`src/rtl/inst_sram_axi_rd_bridge_pkg.sv`:
```
// Shared AXI encodings and sizing helpers for the instruction-fetch read bridge.
package inst_sram_axi_rd_bridge_pkg;

    localparam int unsigned ARID_W = 4;

    localparam logic [1:0] AXI_BURST_INCR = 2'b01;
    localparam logic [1:0] AXI_SIZE_BYTE  = 2'd0;
    localparam logic [1:0] AXI_SIZE_HALF  = 2'd1;
    localparam logic [1:0] AXI_SIZE_WORD  = 2'd2;

    // Width needed to count 0..max_out inclusive.
    function automatic int unsigned cnt_width(input int unsigned max_out);
        return $clog2(max_out + 1);
    endfunction

endpackage

```
`src/rtl/inst_sram_axi_rd_bridge.sv`:
```
// SRAM-like instruction port (req/addr_ok/data_ok) to single-ID AXI3 read master.
module inst_sram_axi_rd_bridge
    import inst_sram_axi_rd_bridge_pkg::*;
#(
    parameter int unsigned        MAX_OUTSTANDING = 2,
    parameter logic [ARID_W-1:0]  ARID            = 4'd0
) (
    input  logic              clk,
    input  logic              resetn,
    input  logic              inst_sram_req,
    input  logic              inst_sram_wr,
    input  logic [1:0]        inst_sram_size,
    input  logic [3:0]        inst_sram_wstrb,
    input  logic [31:0]       inst_sram_addr,
    input  logic [31:0]       inst_sram_wdata,
    output logic              inst_sram_addr_ok,
    output logic              inst_sram_data_ok,
    output logic [31:0]       inst_sram_rdata,
    output logic [ARID_W-1:0] arid,
    output logic [31:0]       araddr,
    output logic [7:0]        arlen,
    output logic [2:0]        arsize,
    output logic [1:0]        arburst,
    output logic [1:0]        arlock,
    output logic [3:0]        arcache,
    output logic [2:0]        arprot,
    output logic              arvalid,
    input  logic              arready,
    input  logic [ARID_W-1:0] rid,
    input  logic [31:0]       rdata,
    input  logic [1:0]        rresp,
    input  logic              rlast,
    input  logic              rvalid,
    output logic              rready,
    output logic              err_sticky
);

    localparam int unsigned          CntW   = cnt_width(MAX_OUTSTANDING);
    localparam logic [CntW-1:0]      MaxCnt = CntW'(MAX_OUTSTANDING);
    localparam logic [CntW-1:0]      CntOne = CntW'(1);

    logic            arvalid_q, arvalid_d;
    logic [31:0]     araddr_q, araddr_d;
    logic [1:0]      size_q, size_d;
    logic [CntW-1:0] out_cnt_q, out_cnt_d;
    logic            data_ok_q, data_ok_d;
    logic [31:0]     rdata_q, rdata_d;
    logic            err_q, err_d;

    logic can_accept, addr_ok, ar_hs, r_consume, id_ok;
    logic unused_write_path;

    assign unused_write_path = ^{inst_sram_wstrb, inst_sram_wdata};

    assign can_accept = ~arvalid_q & (out_cnt_q < MaxCnt);
    assign addr_ok    = inst_sram_req & can_accept;
    assign ar_hs      = arvalid_q & arready;
    assign id_ok      = (rid == ARID);
    assign r_consume  = rvalid & rready & id_ok & (out_cnt_q != '0);

    always_comb begin
        arvalid_d = arvalid_q;
        araddr_d  = araddr_q;
        size_d    = size_q;
        out_cnt_d = out_cnt_q;
        data_ok_d = r_consume;
        rdata_d   = rdata_q;
        err_d     = err_q;

        if (addr_ok) begin
            arvalid_d = 1'b1;
            araddr_d  = inst_sram_addr;
            size_d    = inst_sram_size;
        end else if (ar_hs) begin
            arvalid_d = 1'b0;
        end

        unique case ({addr_ok, r_consume})
            2'b10:   out_cnt_d = out_cnt_q + CntOne;
            2'b01:   out_cnt_d = out_cnt_q - CntOne;
            default: out_cnt_d = out_cnt_q;
        endcase

        if (r_consume) begin
            rdata_d = rdata;
        end

        // Stray or malformed traffic is still acknowledged; it just latches the flag.
        if ((rvalid & rready & ~id_ok) ||
            (rvalid & (out_cnt_q == '0)) ||
            (r_consume & (rresp != 2'b00)) ||
            (r_consume & ~rlast) ||
            (addr_ok & inst_sram_wr)) begin
            err_d = 1'b1;
        end
    end

    always_ff @(posedge clk) begin
        if (!resetn) begin
            arvalid_q <= 1'b0;
            araddr_q  <= 32'd0;
            size_q    <= 2'd0;
            out_cnt_q <= '0;
            data_ok_q <= 1'b0;
            rdata_q   <= 32'd0;
            err_q     <= 1'b0;
        end else begin
            arvalid_q <= arvalid_d;
            araddr_q  <= araddr_d;
            size_q    <= size_d;
            out_cnt_q <= out_cnt_d;
            data_ok_q <= data_ok_d;
            rdata_q   <= rdata_d;
            err_q     <= err_d;
        end
    end

    assign inst_sram_addr_ok = addr_ok;
    assign inst_sram_data_ok = data_ok_q;
    assign inst_sram_rdata   = rdata_q;

    assign arid    = ARID;
    assign araddr  = araddr_q;
    assign arlen   = 8'd0;
    assign arsize  = {1'b0, size_q};
    assign arburst = AXI_BURST_INCR;
    assign arlock  = 2'd0;
    assign arcache = 4'd0;
    assign arprot  = 3'd0;
    assign arvalid = arvalid_q;
    assign rready  = resetn;

    assign err_sticky = err_q;

endmodule

```
`config.mk`:
```
export PLATFORM = sky130hd
export DESIGN_NAME = inst_sram_axi_rd_bridge
export DESIGN_NICKNAME = d
export VERILOG_FILES = /design/src/rtl/inst_sram_axi_rd_bridge_pkg.sv /design/src/rtl/inst_sram_axi_rd_bridge.sv
export SDC_FILE = /design/constraint.sdc
export NUM_CORES = 1
export LEC_CHECK = 0
export ABC_AREA = 1
export CAP_MARGIN = 10
export CORE_AREA = 2 2 99 101
export DETAILED_ROUTE_END_ITERATION = 12
export DIE_AREA = 0 0 101 103
export PLACE_DENSITY = 0.72
export SYNTH_ARGS = -nofsm -noshare
export SYNTH_HDL_FRONTEND = slang
export SYNTH_SLANG_ARGS = --single-unit
```
`constraint.sdc`:
```
create_clock -name clk -period 1.45 [get_ports clk]
set_input_delay 0.29 -clock clk [delete_from_list [all_inputs] [get_ports clk]]
set_output_delay 0.29 -clock clk [all_outputs]
set_load 0.01 [all_outputs]
```
==> results of run 1 <==
[worst register-to-register path: stages, from the launching register on]
cell and delay (ns):
sky130_fd_sc_hd__dfxtp_2 0.33, sky130_fd_sc_hd__buf_6 0.11, sky130_fd_sc_hd__nor2_4 0.09, sky130_fd_sc_hd__nor2_2 0.05, sky130_fd_sc_hd__nand2_2 0.09, sky130_fd_sc_hd__clkinv_4 0.06
sky130_fd_sc_hd__ha_4 0.22, sky130_fd_sc_hd__nor2_2 0.08, sky130_fd_sc_hd__nand2_1 0.08, sky130_fd_sc_hd__o21ai_1 0.13, sky130_fd_sc_hd__a21oi_1 0.05
[final cells by class]
type	count	area (um^2)
Sequential cell	71	1424
Clock buffer	12	155.1
Tap cell	114	142.6
Fill cell	981	5062
Clock inverter	4	53.80
Multi-Input combinational cell	253	1095
Timing Repair Buffer	159	1480
Inverter	11	46.29
[kinds of logic after synthesis]
group | Yosys count | synth area share
AOI/OAI and AO/OA | 38 | 0.06931
xor gates and xnor gates | 1 | 0.003193
adders and majority gates | 1 | 0.004559
buffers and inverters | 55 | 0.1249
DFF | 71 | 0.5180
other | 2 | 0.002737
and+or+nand+nor | 189 | 0.2772
[cell usage in the layout, fill, tap and decap left out, drive strengths merged]
cell type	instances
nor2	80
clkdlybuf4s50	77
nand2	74
dfxtp	71
dlygate4sd2	69
o21ai	35
nand3	34
conb	24
clkbuf	12
buf	12
inv	10
a21oi	3
clkinv	2
clkinvlp	2
xor2	1
nor3b	1
ha	1
bufinv	1
dlymetal6s2s	1
[through the flow]
stage	worst slack, ns	instance area, um^2	power, mW
after detailed placement	-0.3227	4250	3.033
after global routing	-0.03071	4397	4.789
after floorplan	-0.009427	2846	2.568
after CTS	-0.0006503	4370	4.611
after global placement	-0.3252	4250	3.013
final	0.03719	4397	4.542
[flip-flops by register name (all words and copies together) (netlist names)]
signal / cells
araddr: 32
inst_sram_rdata: 32
out_cnt_q: 2
size_q: 2
arvalid: 1
err_sticky: 1
inst_sram_data_ok: 1
[final timing paths]
check | from | endpoint | slack [ns] | depth (start not counted)
max | rid[0] | out_cnt_q[1] | 0.04 | 11
min | rid[3] | err_sticky | 0.44 | 7
max reg2reg | out_cnt_q[1] | out_cnt_q[1] | 0.05 | 10
min reg2reg | inst_sram_rdata[16] | inst_sram_rdata[16] | 0.46 | 2
[power by group through the flow]
stage                     sequential [mW]  combinational, mW  clock [mW]
after floorplan                      2.22              0.344           0
after global placement               2.17              0.846           0
after detailed placement             2.17              0.858           0
after CTS                            2.13              0.785        1.70
after global routing                 2.14              0.876        1.77
final                                2.13              0.791        1.62
[per-layer routing]
layer	vias to the layer above	GRT usage	wire [um]
met5	-	0	0
met4	0	0.04782	87
met3	10	0.06373	820
met2	120	0.2462	3440
met1	1190	0.1502	3142
li1	1372	-	-
[repair_timing]
item                       CTS  global route
gates resized for setup     74             9
setup endpoints to repair   70             5
pin swaps                    1             4
setup buffers                0             0
==> metrics.txt, run 1 <==
post-synthesis area per instance=about 7.7 um^2; maxcap violations=0; pin count of the biggest net entering global routing=41; total core area=about 9500 um^2; fraction of layout instances using a drive strength above 1=0.08039; core occupancy in the finished layout=0.4648; minimum clock period after layout=approximately 1.4 ns; Pint=3.375 mW; Seq/Total Area, Yosys=0.5180; Worst Hold Margin=0.4383 ns; worst clock skew=0.007207 ns; Placement Rows=36; starting DRC count in detailed routing=32; routed len/inst=12.00 um; number of cells produced by synthesis=~360; count of hold buffers inserted by post-cts repair=0; clock network fraction of total power=0.357; Root Driver=sky130_fd_sc_hd__clkbuf_8; CTS H-Tree Depth=3; Highest Clock Rate=about 710 MHz; type of the tightest min-delay check=in2reg; Setup TNS=0 ns; final count of hold timing violations=0; TritonCTS clock tree=built; number of register bits inferred by synthesis=71; Critical Path Source Type=primary input; switching power share of the total=0.2569; floorplan die height=about 100 um; Clock Latency Late Sink=0.34 ns; Pre-antenna DRT Iters=4; wire length of the first global-routing pass=approximately 11,000 um; clock tree buffer depth=2; number of nets with antenna violations after detailed routing=0; count of unresolved DRC violations after routing=0; number of warning messages in the yosys log=0; vias in the first global route=2,527; top cells by count, synth=80 x sky130_fd_sc_hd__nor2_1, 72 x sky130_fd_sc_hd__nand2_1, 71 x sky130_fd_sc_hd__dfxtp_1; biggest area consumer among synthesized cells=sky130_fd_sc_hd__dfxtp_1; number of pins exceeding their max-slew limit in the final report=0; HPWL reported at the end of detailed placement=5484 um; area grow syn2layout=60.24%; Worst Path Max Fanout=2; standard cell with the maximum stage delay on the critical path=sky130_fd_sc_hd__clkdlybuf4s50_1; category of the critical setup timing path=in2reg; CTS sink cnt=between 70 and 80; areal power density over the cells=approximately 1000 nW/um^2; number of vias in the routed layout=2,692; number of antenna violations at the first check in global routing=0; clock slew seen by the registers of the worst setup and hold paths=roughly 0.070 ns; Worst Path Arrival=around 1.6 ns; number of buffers added by the clock tree synthesis step=9; status=complete, no violations; nature of the critical path endpoint=register; most frequent cell after synthesis=sky130_fd_sc_hd__nor2_1; Seq pwr share=0.469; setup repair after global routing missed its margin=yes; gate family responsible for the most delay along the worst path=buffers and inverters; average vias per placed instance=4.314; die outline width=101 um; largest incremental delay on the critical path=between 0.4 and 0.5 ns; total instance count after detailed placement=608; final net count=621; Final Routed Wirelength=around 7500 um; Top FF cell, synth=sky130_fd_sc_hd__dfxtp_1; effective utilization at floorplan=0.2901; critical path buffer and inverter count=3; CP Data Required Time=between 1.5 and 2 ns; Worst IR Drop VDD=0.0005344 V; switching power=1.167 mW; distinct cell type count of the synthesized netlist=20; async set-or-reset flop fraction in the synthesized netlist=0; number of ports placed on the die boundary=210; area of the mapped netlist=2744 um^2; residual overflow from global routing=0; Setup-failing EPs final=0; count of flip-flops with a built-in enable after synthesis=0; full die area=between 10,000 and 15,000 um^2; final worst-path cycle share=0.9744; Gate power share=0.174; leakage power=~2.2 nW; port bufs=roughly 150; proportion of netlist area held by the largest area contributor=0.5180; Final Instance Count excl. Fillers=624; Critical Path, Cell by Cell=clkdlybuf4s50_1 -> inv_1 -> nand2_1 -> nor2_2 -> nand2_2 -> clkinv_4 -> ha_4 -> nor2_2 -> nand2_1 -> o21ai_1 -> a21oi_1; Placer Congestion=just over 0.7; most area-consuming cells after synthesis=sky130_fd_sc_hd__dfxtp_1 52%, sky130_fd_sc_hd__nor2_1 11%, sky130_fd_sc_hd__nand2_1 9.8%, sky130_fd_sc_hd__buf_4 7.7%, sky130_fd_sc_hd__nand3_1 6.2%; diode insertion count for antenna repair=0; Global Route Usage Sum=0.1402
Note: power is estimated with default switching activity, not from simulation.
==> run 2: changes to the inputs <==
CORE_AREA = 2 2 93 95   (was 2 2 99 101)
DIE_AREA = 0 0 95 97   (was 0 0 101 103)
PLACE_DENSITY = 0.77   (was 0.72)
clock period = 1.3 ns   (was 1.45 ns; I/O delays follow)
==> run 2 against run 1 <==
The flow now finishes with violations (setup timing). Power is 13% higher. Clock skew grew 0.00066 ns. Sequential share of layout area shrank 0.38 points. Global-route usage rose by 1.9 points. Critical path depth is 3 lower. Worst setup slack worse by 0.15 ns. Wire length grew 2.3%. Count of clock-buffer cells in the layout decreased by 2. Sequential cell count did not move. Final area up 1.3%. Via count up 1.0%. First-iteration DRC count rose to 2.6 times the previous value. Largest power group unchanged.
==> metrics.txt, run 2 (same netlist as run 1, synthesis figures left out) <==
Worst Path Arrival=1.64 ns; Critical Path, Cell by Cell=nor2_2 -> nand2_2 -> buf_6 -> ha_4 -> nor2_1 -> nand2_1 -> o21ai_1 -> a21oi_1; starting DRC count in detailed routing=83; Setup-failing EPs final=3; die outline width=roughly 95 um; diode insertion count for antenna repair=0; worst hold path stage count=3; effective utilization at floorplan=0.3373; Clock Latency Late Sink=0.34 ns; clock slew seen by the registers of the worst setup and hold paths=0.08 ns; Placer Congestion=around 0.73; worst clock skew=about 0.008 ns; minimum clock period after layout=around 1.4 ns; type of the tightest min-delay check=in2reg; leakage power=2.247 nW; final worst-path cycle share=1.085; count of unresolved DRC violations after routing=0; CTS H-Tree Depth=3; Global Route Usage Sum=0.1590; total core area=approximately 8100 um^2; top library cells by usage in the layout, fill and taps aside=78 x sky130_fd_sc_hd__clkdlybuf4s50_1, 76 x sky130_fd_sc_hd__nor2_1, 72 x sky130_fd_sc_hd__nand2_1; Power, Total=just over 5 mW; Worst IR Drop VDD=~0.00056 V; reg-to-reg startpoint=out_cnt_q[1]; GR Layer Usage met3=0.06542; setup repair after global routing missed its margin=yes; number of ports placed on the die boundary=210; largest incremental delay on the critical path=0.34 ns; CP Data Required Time=around 1.5 ns; standard cell with the maximum stage delay on the critical path=sky130_fd_sc_hd__dfxtp_2; residual overflow from global routing=0; final count of hold timing violations=0; gate family responsible for the most delay along the worst path=simple AND/OR/NAND/NOR gates; grt met1 use=0.1702; port bufs=approximately 150; number of nets with antenna violations after detailed routing=0; Root Driver=sky130_fd_sc_hd__clkbuf_8; maxcap violations=0; Final Routed Wirelength=7666 um; CTS sink cnt=71; wire length of the first global-routing pass=roughly 12,000 um; Endpoint, Worst Hold=inst_sram_rdata[30]; floorplan die height=around 97 um; layer with the highest usage=met2; startpoint of the lowest-slack hold path=rdata[30]; number of pins exceeding their max-slew limit in the final report=0; number of antenna violations at the first check in global routing=0; worst-case setup margin in the final layout=-0.1108 ns; slack of the worst reg-to-reg path=-0.11 ns; number of vias in the routed layout=2,720; average vias per placed instance=approximately 4.4; critical path buffer and inverter count=1; final net count=624; clock tree buffer depth=2; Critical Path Source Type=register; number of buffers added by the clock tree synthesis step=9; pin count of the biggest net entering global routing=43; area grow syn2layout=62.29%; violations in the final reports=setup timing; R2R Path End=out_cnt_q[1]; Pre-antenna DRT Iters=4; vias in the first global route=2,502; logic depth of the worst register-to-register path=8; met2 usage=0.2750; category of the critical setup timing path=reg2reg; fraction of layout instances using a drive strength above 1=0.08577; routed len/inst=between 10 and 15 um; Highest Clock Rate=about 700 MHz; areal power density over the cells=between 1000 and 1500 nW/um^2; Placement Rows=33; most common cell after layout, fill and taps aside=sky130_fd_sc_hd__clkdlybuf4s50_1; Place WS=-0.4387 ns; count of hold buffers inserted by post-cts repair=0; nature of the critical path endpoint=register; TritonCTS clock tree=built; status=complete, but fails checks; full die area=around 9000 um^2; HPWL reported at the end of detailed placement=about 5500 um; Worst Path Max Fanout=15
run 2: worst max-delay path by stage:
stage | endpoint | slack, ns | cells after the start | from
6_report | out_cnt_q[1] | -0.11 | 8 | out_cnt_q[1]
4_1_cts | out_cnt_q[1] | -0.10 | 10 | out_cnt_q[1]
3_5_place_dp | out_cnt_q[1] | -0.44 | 8 | inst_sram_req
2_1_floorplan | out_cnt_q[1] | -0.16 | 10 | out_cnt_q[0]
3_3_place_gp | out_cnt_q[1] | -0.42 | 8 | inst_sram_req
5_1_grt | out_cnt_q[1] | -0.18 | 10 | out_cnt_q[1]
run 2: timing repair:
action / CTS / global route
endpoints found under the setup margin: 105 / 20
resized for setup: 83 / 5
cloned: 0 / 2
pin swaps: 0 / 5
buffers inserted: 1 / 0
run 2: cell type report:
type                       count  area, um^2
fill                         784        3681
clock buffer                  10       127.6
inverter                      11       46.29
multi-input combinational    253        1090
timing repair buffer         162        1548
tap                          105       131.4
clock inverter                 6       85.08
sequential                    71        1425
run 2: metrics by stage:
stage,util,TNS [ns],std cells,hold slack (ns),area [um^2]
2_1_floorplan,-,-0.2359,379,0.3705,2846
3_3_place_gp,0.5212,-16.66,599,0.4525,4239
3_5_place_dp,0.5212,-17.81,599,0.4585,4239
4_1_cts,0.5408,-0.1743,616,0.4400,4399
5_1_grt,0.5475,-0.4366,618,0.4530,4453
6_report,0.5475,-0.1673,618,0.4586,4453
run 2: where the power goes:
part	internal, mW	total (mW)	switching [mW]
registers	2.31	2.37	0.0654
clock network	1.07	1.88	0.803
logic	0.462	0.883	0.420
run 2: worst reg2reg max path: stages, from the launching register on:
cell	delay (ns)
sky130_fd_sc_hd__dfxtp_2	0.34
sky130_fd_sc_hd__nor2_2	0.13
sky130_fd_sc_hd__nand2_2	0.09
sky130_fd_sc_hd__buf_6	0.16
sky130_fd_sc_hd__ha_4	0.24
sky130_fd_sc_hd__nor2_1	0.08
sky130_fd_sc_hd__nand2_1	0.07
sky130_fd_sc_hd__o21ai_1	0.13
sky130_fd_sc_hd__a21oi_1	0.05
run 2: metal layers:
metal | vias up | wire length, um | part of all wire
met5 | - | 0 | 0
met4 | 0 | 106 | 0.014
met3 | 10 | 802 | 0.10
met2 | 124 | 3658 | 0.48
met1 | 1204 | 3099 | 0.40
li1 | 1382 | - | -
